### config.mk
export PLATFORM = sky130hd
export DESIGN_NAME = ex_stage
export DESIGN_NICKNAME = d
export VERILOG_FILES = /design/src/rtl/ex_stage.sv
export SDC_FILE = /design/constraint.sdc
export NUM_CORES = 1
export LEC_CHECK = 0
export CAP_MARGIN = 20
export CORE_ASPECT_RATIO = 1.4
export CORE_UTILIZATION = 45
export DETAILED_ROUTE_END_ITERATION = 7
export DONT_BUFFER_PORTS = 1
export SLEW_MARGIN = 25
export SYNTH_ARGS = -nofsm -noshare
export SYNTH_HDL_FRONTEND = slang
export SYNTH_SLANG_ARGS = --single-unit
export TNS_END_PERCENT = 5
### constraint.sdc
create_clock -name clk -period 9.4 [get_ports clk]
set_input_delay 1.41 -clock clk [delete_from_list [all_inputs] [get_ports clk]]
set_output_delay 1.41 -clock clk [all_outputs]
set_load 0.03 [all_outputs]
### src/rtl/ex_stage.sv
// rtl/ex_stage.sv - execute stage: single-cycle ALU, iterative shift-add MUL, flush handling
module ex_stage #(
  parameter int DATA_W = 32,
  parameter int REG_AW = 5
) (
  input  logic              clk,
  input  logic              reset,
  input  logic              valid_id,
  input  logic [DATA_W-1:0] opA,
  input  logic [DATA_W-1:0] opB,
  input  logic [DATA_W-1:0] st_data,
  input  logic [3:0]        alu_op,
  input  logic              mem_rd_id,
  input  logic              mem_wr_id,
  input  logic              MemtoReg_id,
  input  logic              RegWrite_id,
  input  logic              Branch_id,
  input  logic [REG_AW-1:0] towrite_id,
  input  logic [1:0]        load_byte_id,
  input  logic              store_byte_id,
  input  logic              flush,
  output logic              stall_out,
  output logic [DATA_W-1:0] addr,
  output logic [DATA_W-1:0] din,
  output logic              cs,
  output logic              oe,
  output logic              we,
  output logic              MemtoReg_ex,
  output logic              RegWrite_ex,
  output logic              Branch_ex,
  output logic [REG_AW-1:0] towrite_ex,
  output logic [1:0]        load_byte,
  output logic              store_byte_in
);

  localparam int SH_W  = $clog2(DATA_W);
  localparam int CNT_W = $clog2(DATA_W);
  localparam logic [CNT_W-1:0] CNT_LAST = CNT_W'(DATA_W - 1);

  typedef enum logic {IDLE, MUL_BUSY} state_t;

  typedef struct packed {
    logic [DATA_W-1:0] addr;
    logic [DATA_W-1:0] din;
    logic              cs;
    logic              oe;
    logic              we;
    logic              m2r;
    logic              rw;
    logic              br;
    logic [REG_AW-1:0] tw;
    logic [1:0]        lb;
    logic              sb;
  } out_t;

  state_t            state, state_n;
  logic [CNT_W-1:0]  cnt, cnt_n;
  logic [DATA_W-1:0] mcand, mcand_n, mplier, mplier_n, acc, acc_n;
  out_t              lat, lat_n, out_q, out_n, incoming;
  logic [DATA_W-1:0] alu_res, sum;
  logic [SH_W-1:0]   shamt;
  logic              is_mul;

  assign shamt  = opB[SH_W-1:0];
  assign is_mul = valid_id && (alu_op == 4'd13);

  always_comb begin
    alu_res = opA + opB;
    case (alu_op)
      4'd1:  alu_res = opA - opB;
      4'd2:  alu_res = opA & opB;
      4'd3:  alu_res = opA | opB;
      4'd4:  alu_res = opA ^ opB;
      4'd5:  alu_res = opA << shamt;
      4'd6:  alu_res = opA >> shamt;
      4'd7:  alu_res = $signed(opA) >>> shamt;
      4'd8:  alu_res = {{(DATA_W-1){1'b0}}, ($signed(opA) < $signed(opB))};
      4'd9:  alu_res = {{(DATA_W-1){1'b0}}, (opA < opB)};
      4'd10: alu_res = {{(DATA_W-1){1'b0}}, (opA == opB)};
      4'd11: alu_res = {{(DATA_W-1){1'b0}}, (opA != opB)};
      4'd12: alu_res = opB << (DATA_W / 2);
      default: alu_res = opA + opB;
    endcase
  end

  // r0 is never a writeback target, so its RegWrite is dropped here
  always_comb begin
    incoming      = '0;
    incoming.addr = alu_res;
    incoming.din  = st_data;
    incoming.cs   = mem_rd_id | mem_wr_id;
    incoming.oe   = mem_rd_id;
    incoming.we   = mem_wr_id;
    incoming.m2r  = MemtoReg_id;
    incoming.rw   = RegWrite_id & (towrite_id != '0);
    incoming.br   = Branch_id;
    incoming.tw   = towrite_id;
    incoming.lb   = load_byte_id;
    incoming.sb   = store_byte_id;
  end

  always_comb begin
    state_n  = state;
    cnt_n    = cnt;
    mcand_n  = mcand;
    mplier_n = mplier;
    acc_n    = acc;
    lat_n    = lat;
    out_n    = '0;
    sum      = acc + (mplier[0] ? mcand : '0);
    if (flush) begin
      state_n = IDLE;
      cnt_n   = '0;
    end else begin
      case (state)
        IDLE: begin
          if (is_mul) begin
            state_n  = MUL_BUSY;
            lat_n    = incoming;
            mcand_n  = opA;
            mplier_n = opB;
            acc_n    = '0;
            cnt_n    = '0;
          end else if (valid_id) begin
            out_n = incoming;
          end
        end
        MUL_BUSY: begin
          acc_n    = sum;
          mcand_n  = mcand << 1;
          mplier_n = mplier >> 1;
          cnt_n    = cnt + 1'b1;
          if (cnt == CNT_LAST) begin
            out_n      = lat;
            out_n.addr = sum;
            state_n    = IDLE;
            cnt_n      = '0;
          end
        end
        default: state_n = IDLE;
      endcase
    end
  end

  assign stall_out = ~reset & ~flush &
                     (((state == IDLE) & is_mul) | ((state == MUL_BUSY) & (cnt != CNT_LAST)));

  always_ff @(posedge clk or posedge reset) begin
    if (reset) state <= IDLE;
    else       state <= state_n;
  end

  always_ff @(posedge clk or posedge reset) begin
    if (reset) begin
      cnt    <= '0;
      mcand  <= '0;
      mplier <= '0;
      acc    <= '0;
      lat    <= '0;
      out_q  <= '0;
    end else begin
      cnt    <= cnt_n;
      mcand  <= mcand_n;
      mplier <= mplier_n;
      acc    <= acc_n;
      lat    <= lat_n;
      out_q  <= out_n;
    end
  end

  assign addr          = out_q.addr;
  assign din           = out_q.din;
  assign cs            = out_q.cs;
  assign oe            = out_q.oe;
  assign we            = out_q.we;
  assign MemtoReg_ex   = out_q.m2r;
  assign RegWrite_ex   = out_q.rw;
  assign Branch_ex     = out_q.br;
  assign towrite_ex    = out_q.tw;
  assign load_byte     = out_q.lb;
  assign store_byte_in = out_q.sb;

endmodule

Word-level counts from Yosys, hierarchy flattened. Index checks and enable logic that the tools add are counted.

Add/sub/neg operators: 4. Muxes and demuxes: 21. $lt $le $gt $ge: 2. Equality and inequality tests: 19. Bitwise gates (word level): 13. Shifts and indexed selects: 3. Reductions and logical operators: 4.

Operators by type and width (count): $pmux 32 s12 (1); $mux 78 (4); $pmux 32 s2 (3); $pmux 78 s2 (1); $mux 32 (4); $add 32x32->32 (2); $lt 32x32->1 (2); $and 32x32->32 (1); $eq 32x32->1 (1); $ne 32x32->1 (1); $or 32x32->32 (1); $shl 32x5->32 (1); $shr 32x5->32 (1); $sshr 32x5->32 (1); $sub 32x32->32 (1); $xor 32x32->32 (1); $eq 4x4->1 const B (6); $eq 4x3->1 const B (4); $mux 5 (3); $pmux 5 s2 (1); $eq 4x2->1 const B (2); $add 5x1->5 const B (1); $and 1x1->1 (5); $eq 5x5->1 const B (1); 12 further kinds (17).

Input bits: 117. Register bits after elaboration: 226.

Longest topological paths before layout.
Word-level depth: 6. Mapped depth: 16. Gate-level depth less buffers: 13.

Least setup slack after synthesis. OpenSTA, ideal clock, no wires.

Path kind: input to register. From: input opB[2]. To: register out_q, in the netlist addr[28]. Setup slack: 4.360 ns. Setup time: 0.101 ns. Required time: 9.299 ns. Cell stages on the path: 16. Arrival time: 4.940 ns. Path buffers: 5. Cell sequence: clkbuf_1 -> inv_2 -> buf_2 -> buf_1 -> clkbuf_1 -> ha_1 -> clkbuf_1 -> a21o_1 -> a221oi_2 -> nor3_1 -> o21ai_1 -> a31oi_1 -> a311o_1 -> a21o_1 -> mux2_1 -> o32ai_1.

RTL lines: start, declared (line 10) `input logic [DATA_W-1:0] opB,`; end signal, assigned (line 167) `out_q <= out_n;`; end, declared (line 59) `out_t lat, lat_n, out_q, out_n, incoming;`.

==> flow_metrics.py <==
metrics = {
    "global_route": {
        "grt_usage": 0.320,
        "grt_pass1_vias": 16900,
        "grt_max_degree": 96,
        "antenna_found_initial": 1,
        "grt_pass1_wl_microns": 105000,
        "grt.overflow.total": 0,
    },
    "synth": {
        "synthTopCellsByArea": "dfrtp_1 29%, ha_1 8.5%, mux2i_1 7.2%, o21ai_0 4.4%, nand2_1 4.3%",
        "synth-async-reset-ratio": 1.00,
        "ys_seq_area_frac": 0.294,
        "ys_ff_latch": 226,
        "synth_commonest_cells": "226 x dfrtp_1, 221 x nand2_1, 168 x o21ai_0",
        "post-synth-top-count-cell": "dfrtp_1",
        "yosysWarnings": 0,
        "synthCells": 2243,
        "synthFlopType": "dfrtp_1",
        "synth_fp_nets": 2493,
        "synth-edff-count": 0,
        "syn_area_per_cell_sq_um": 8.58,
        "synth_top_area_frac": 0.294,
        "synth_top_area_cell": "dfrtp_1",
        "synth_area_sq_um": 19200,
        "ys_types": 88,
    },
    "clocking": {
        "clock_sinks": 226,
        "cts_resized": 0,
        "clk_latency_ns": 0.54,
        "cts_setup_buffers": 0,
        "cts_buffer_depth": 3,
        "clockRootBuffer": "clkbuf_16",
        "cts-hold-fix-buffers": 0,
        "cts_made_buffers": 23,
        "tritoncts": "done",
        "h-tree-depth": 1,
        "clkTransAtPathRegs_ns": 0.06,
    },
    "placed_design": {
        "placedCellCount": 2647,
        "dp.final_hpwl_microns": 54000,
        "globalplace.congestion": 0.977,
        "dp_slack_ns": 4.34,
        "placed_area_sq_um": 19500,
        "portBuffers": 0,
    },
    "flow_run": {
        "cap_violations": 0,
    },
    "sta": {
        "rsz0062_at_grt": "no",
        "hold_violations": 0,
        "slew_viol_final": 0,
        "fmax_mhz": 210,
        "worst_pin_slew_ns": 0.996,
        "final-setup-viol-count": 0,
        "worst_slack_ns": 4.64,
        "skew_ns": 0.0233,
        "period_minus_slack_ns": 4.76,
        "slew_headroom": 0.335,
        "post-route-period-util": 0.506,
        "finalSetupTns_ns": 0,
    },
    "cells_and_area": {
        "drive_gt1_frac": 0.0812,
        "area_growth_pct": 5.27,
        "nets": 2377,
        "fillers": 4067,
        "final_area_sq_um": 20300,
        "final-instance-count-excl-fill": 2689,
    },
    "route": {
        "viasPerCell": 6.44,
        "routedWlPerCell_microns": 26.3,
        "drt-initial-drc-count": 1363,
        "drc": 0,
        "vias": 17300,
        "dr.pass1.iters": 6,
        "ant_nets": 0,
        "wl_microns": 70700,
    },
    "power_and_ir_drop": {
        "p_leak_nw": 9.06,
        "ir_drop_v": 0.0000841,
        "power.density_nw_per_um2": 152,
    },
    "critical_path": {
        "cp_cell_sequence": "clkinv_1 -> ha_1 -> nor2_1 -> o221ai_1 -> a2111oi_0 -> a211oi_1 -> or3_1 -> a32oi_1 -> xnor2_1 -> a221oi_1 -> o22ai_1",
        "cpPeakStageDelay_ns": 0.70,
        "cp-end-kind": "flip-flop",
        "cp.arrival_ns": 5.15,
        "critPathKind": "input pin to flip-flop",
        "critPathLaunch": "opB[4]",
        "crit_slowest_cell": "a2111oi_0",
        "startpoint_type": "input pin",
        "reg2reg_from": "mplier[0]",
        "worstPathMaxFanout": 64,
        "worstPathRequired_ns": 9.79,
    },
    "floorplanning": {
        "start_util": 0.456,
        "core-area_sq_um": 42200,
        "fp.dieH_microns": 247,
        "die_area_sq_um": 43600,
        "die_w_microns": 177,
        "row_count": 89,
        "num_io_pins": 196,
    },
    "worst_hold_path": {
        "min_path_type": "flip-flop to flip-flop",
        "min-delay-start": "lat[13]",
    },
    "status": {
        "outcome": "finished, final reports clean",
    },
}
==> registers in the layout, indices dropped and copies added (netlist names), 2 cells and up <==
register,cells
lat,46
acc,32
addr,32
din,32
mcand,32
mplier,32
cnt,5
towrite_ex,5
load_byte,2
==> critical path: cells and delay by family <==
| family | cells | cell delay, ns |
|---|---|---|
| buf+inv | 1 | 0.44 |
| simple gates | 2 | 0.59 |
| fa+ha+maj | 1 | 0.60 |
| xor+xnor | 1 | 0.11 |
| compound gates | 6 | 1.98 |
==> worst paths after layout <==
kind | to | slack [ns] | depth (start not counted)
max in group asynchronous | mplier[0] | 7.29 | 2
min reg2reg | lat[13] | 0.48 | 2
min in group asynchronous | din[13] | 0.84 | 1
max | addr[19] | 4.64 | 11
min | lat[13] | 0.48 | 2
max reg2reg | addr[30] | 5.35 | 13
==> through the flow <==
step / hold slack, ns / utilization / power (mW)
global placement: 0.459 / 0.462 / 2.13
finish: 0.478 / 0.480 / 3.08
detailed placement: 0.472 / 0.462 / 2.15
floorplan: 0.437 / - / 1.93
CTS: 0.481 / 0.480 / 3.09
global route: 0.502 / 0.480 / 3.25
==> area by class of cell <==
| cell class | count | area (sq um) | share of cell area |
|---|---|---|---|
| multi-input combinational | 1749 | 12600 | 0.621 |
| sequential | 226 | 5660 | 0.279 |
| tap | 546 | 683 | 0.0337 |
| clock buffer | 29 | 648 | 0.0320 |
| inverter | 105 | 402 | 0.0198 |
| timing repair buffer | 22 | 176 | 0.00871 |
| clock inverter | 11 | 101 | 0.00500 |
| antenna | 1 | 2.50 | 0.000123 |
==> logic make-up after synthesis <==
logic type / synth area share
multiplexers: 0.140
AND/OR/NAND/NOR: 0.140
buffers and inverters: 0.0548
XOR/XNOR: 0.0282
adder cells (fa/ha/maj): 0.0876
AO/OA/AOI/OAI: 0.256
flip-flops: 0.294
==> report_power, final <==
group / internal [mW] / total [mW] / switching (mW)
registers: 1.12 / 1.25 / 0.131
clock network: 0.519 / 0.929 / 0.410
logic: 0.365 / 0.900 / 0.535
total: 2.01 / 3.08 / 1.08
==> routing by layer <==
layer / vias up / track usage / wire (microns)
met2: 705 / 0.537 / 33500
met5: - / 0 / 0
met4: 0 / 0.180 / 4480
met1: 8461 / 0.396 / 28400
met3: 165 / 0.0404 / 4360
li1: 7973 / - / -
==> placed cells by master, fill, tap and decap left out, types with 13 or more instances in the layout <==
| cell | instances |
|---|---|
| nand2_1 | 221 |
| inv_1 | 98 |
| clkbuf_16 | 23 |
| a21o_1 | 31 |
| buf_4 | 20 |
| a22o_1 | 81 |
| ha_1 | 130 |
| a221oi_1 | 13 |
| nand3_1 | 39 |
| xnor2_1 | 50 |
| o21bai_1 | 17 |
| nor3_1 | 30 |
| o21ai_0 | 168 |
| mux2_2 | 58 |
| a211oi_1 | 27 |
| dfrtp_1 | 225 |
| mux4_2 | 22 |
| o221ai_1 | 13 |
| nor2_1 | 143 |
| a22oi_1 | 14 |
| o21ai_1 | 34 |
| and3_1 | 13 |
| a31oi_1 | 19 |
| mux2i_1 | 138 |
| o211ai_1 | 31 |
| and2_1 | 43 |
| a211o_1 | 13 |
| nand2b_1 | 23 |
| o31ai_1 | 14 |
| a21oi_1 | 161 |
Power figures use the tool's default switching activity.
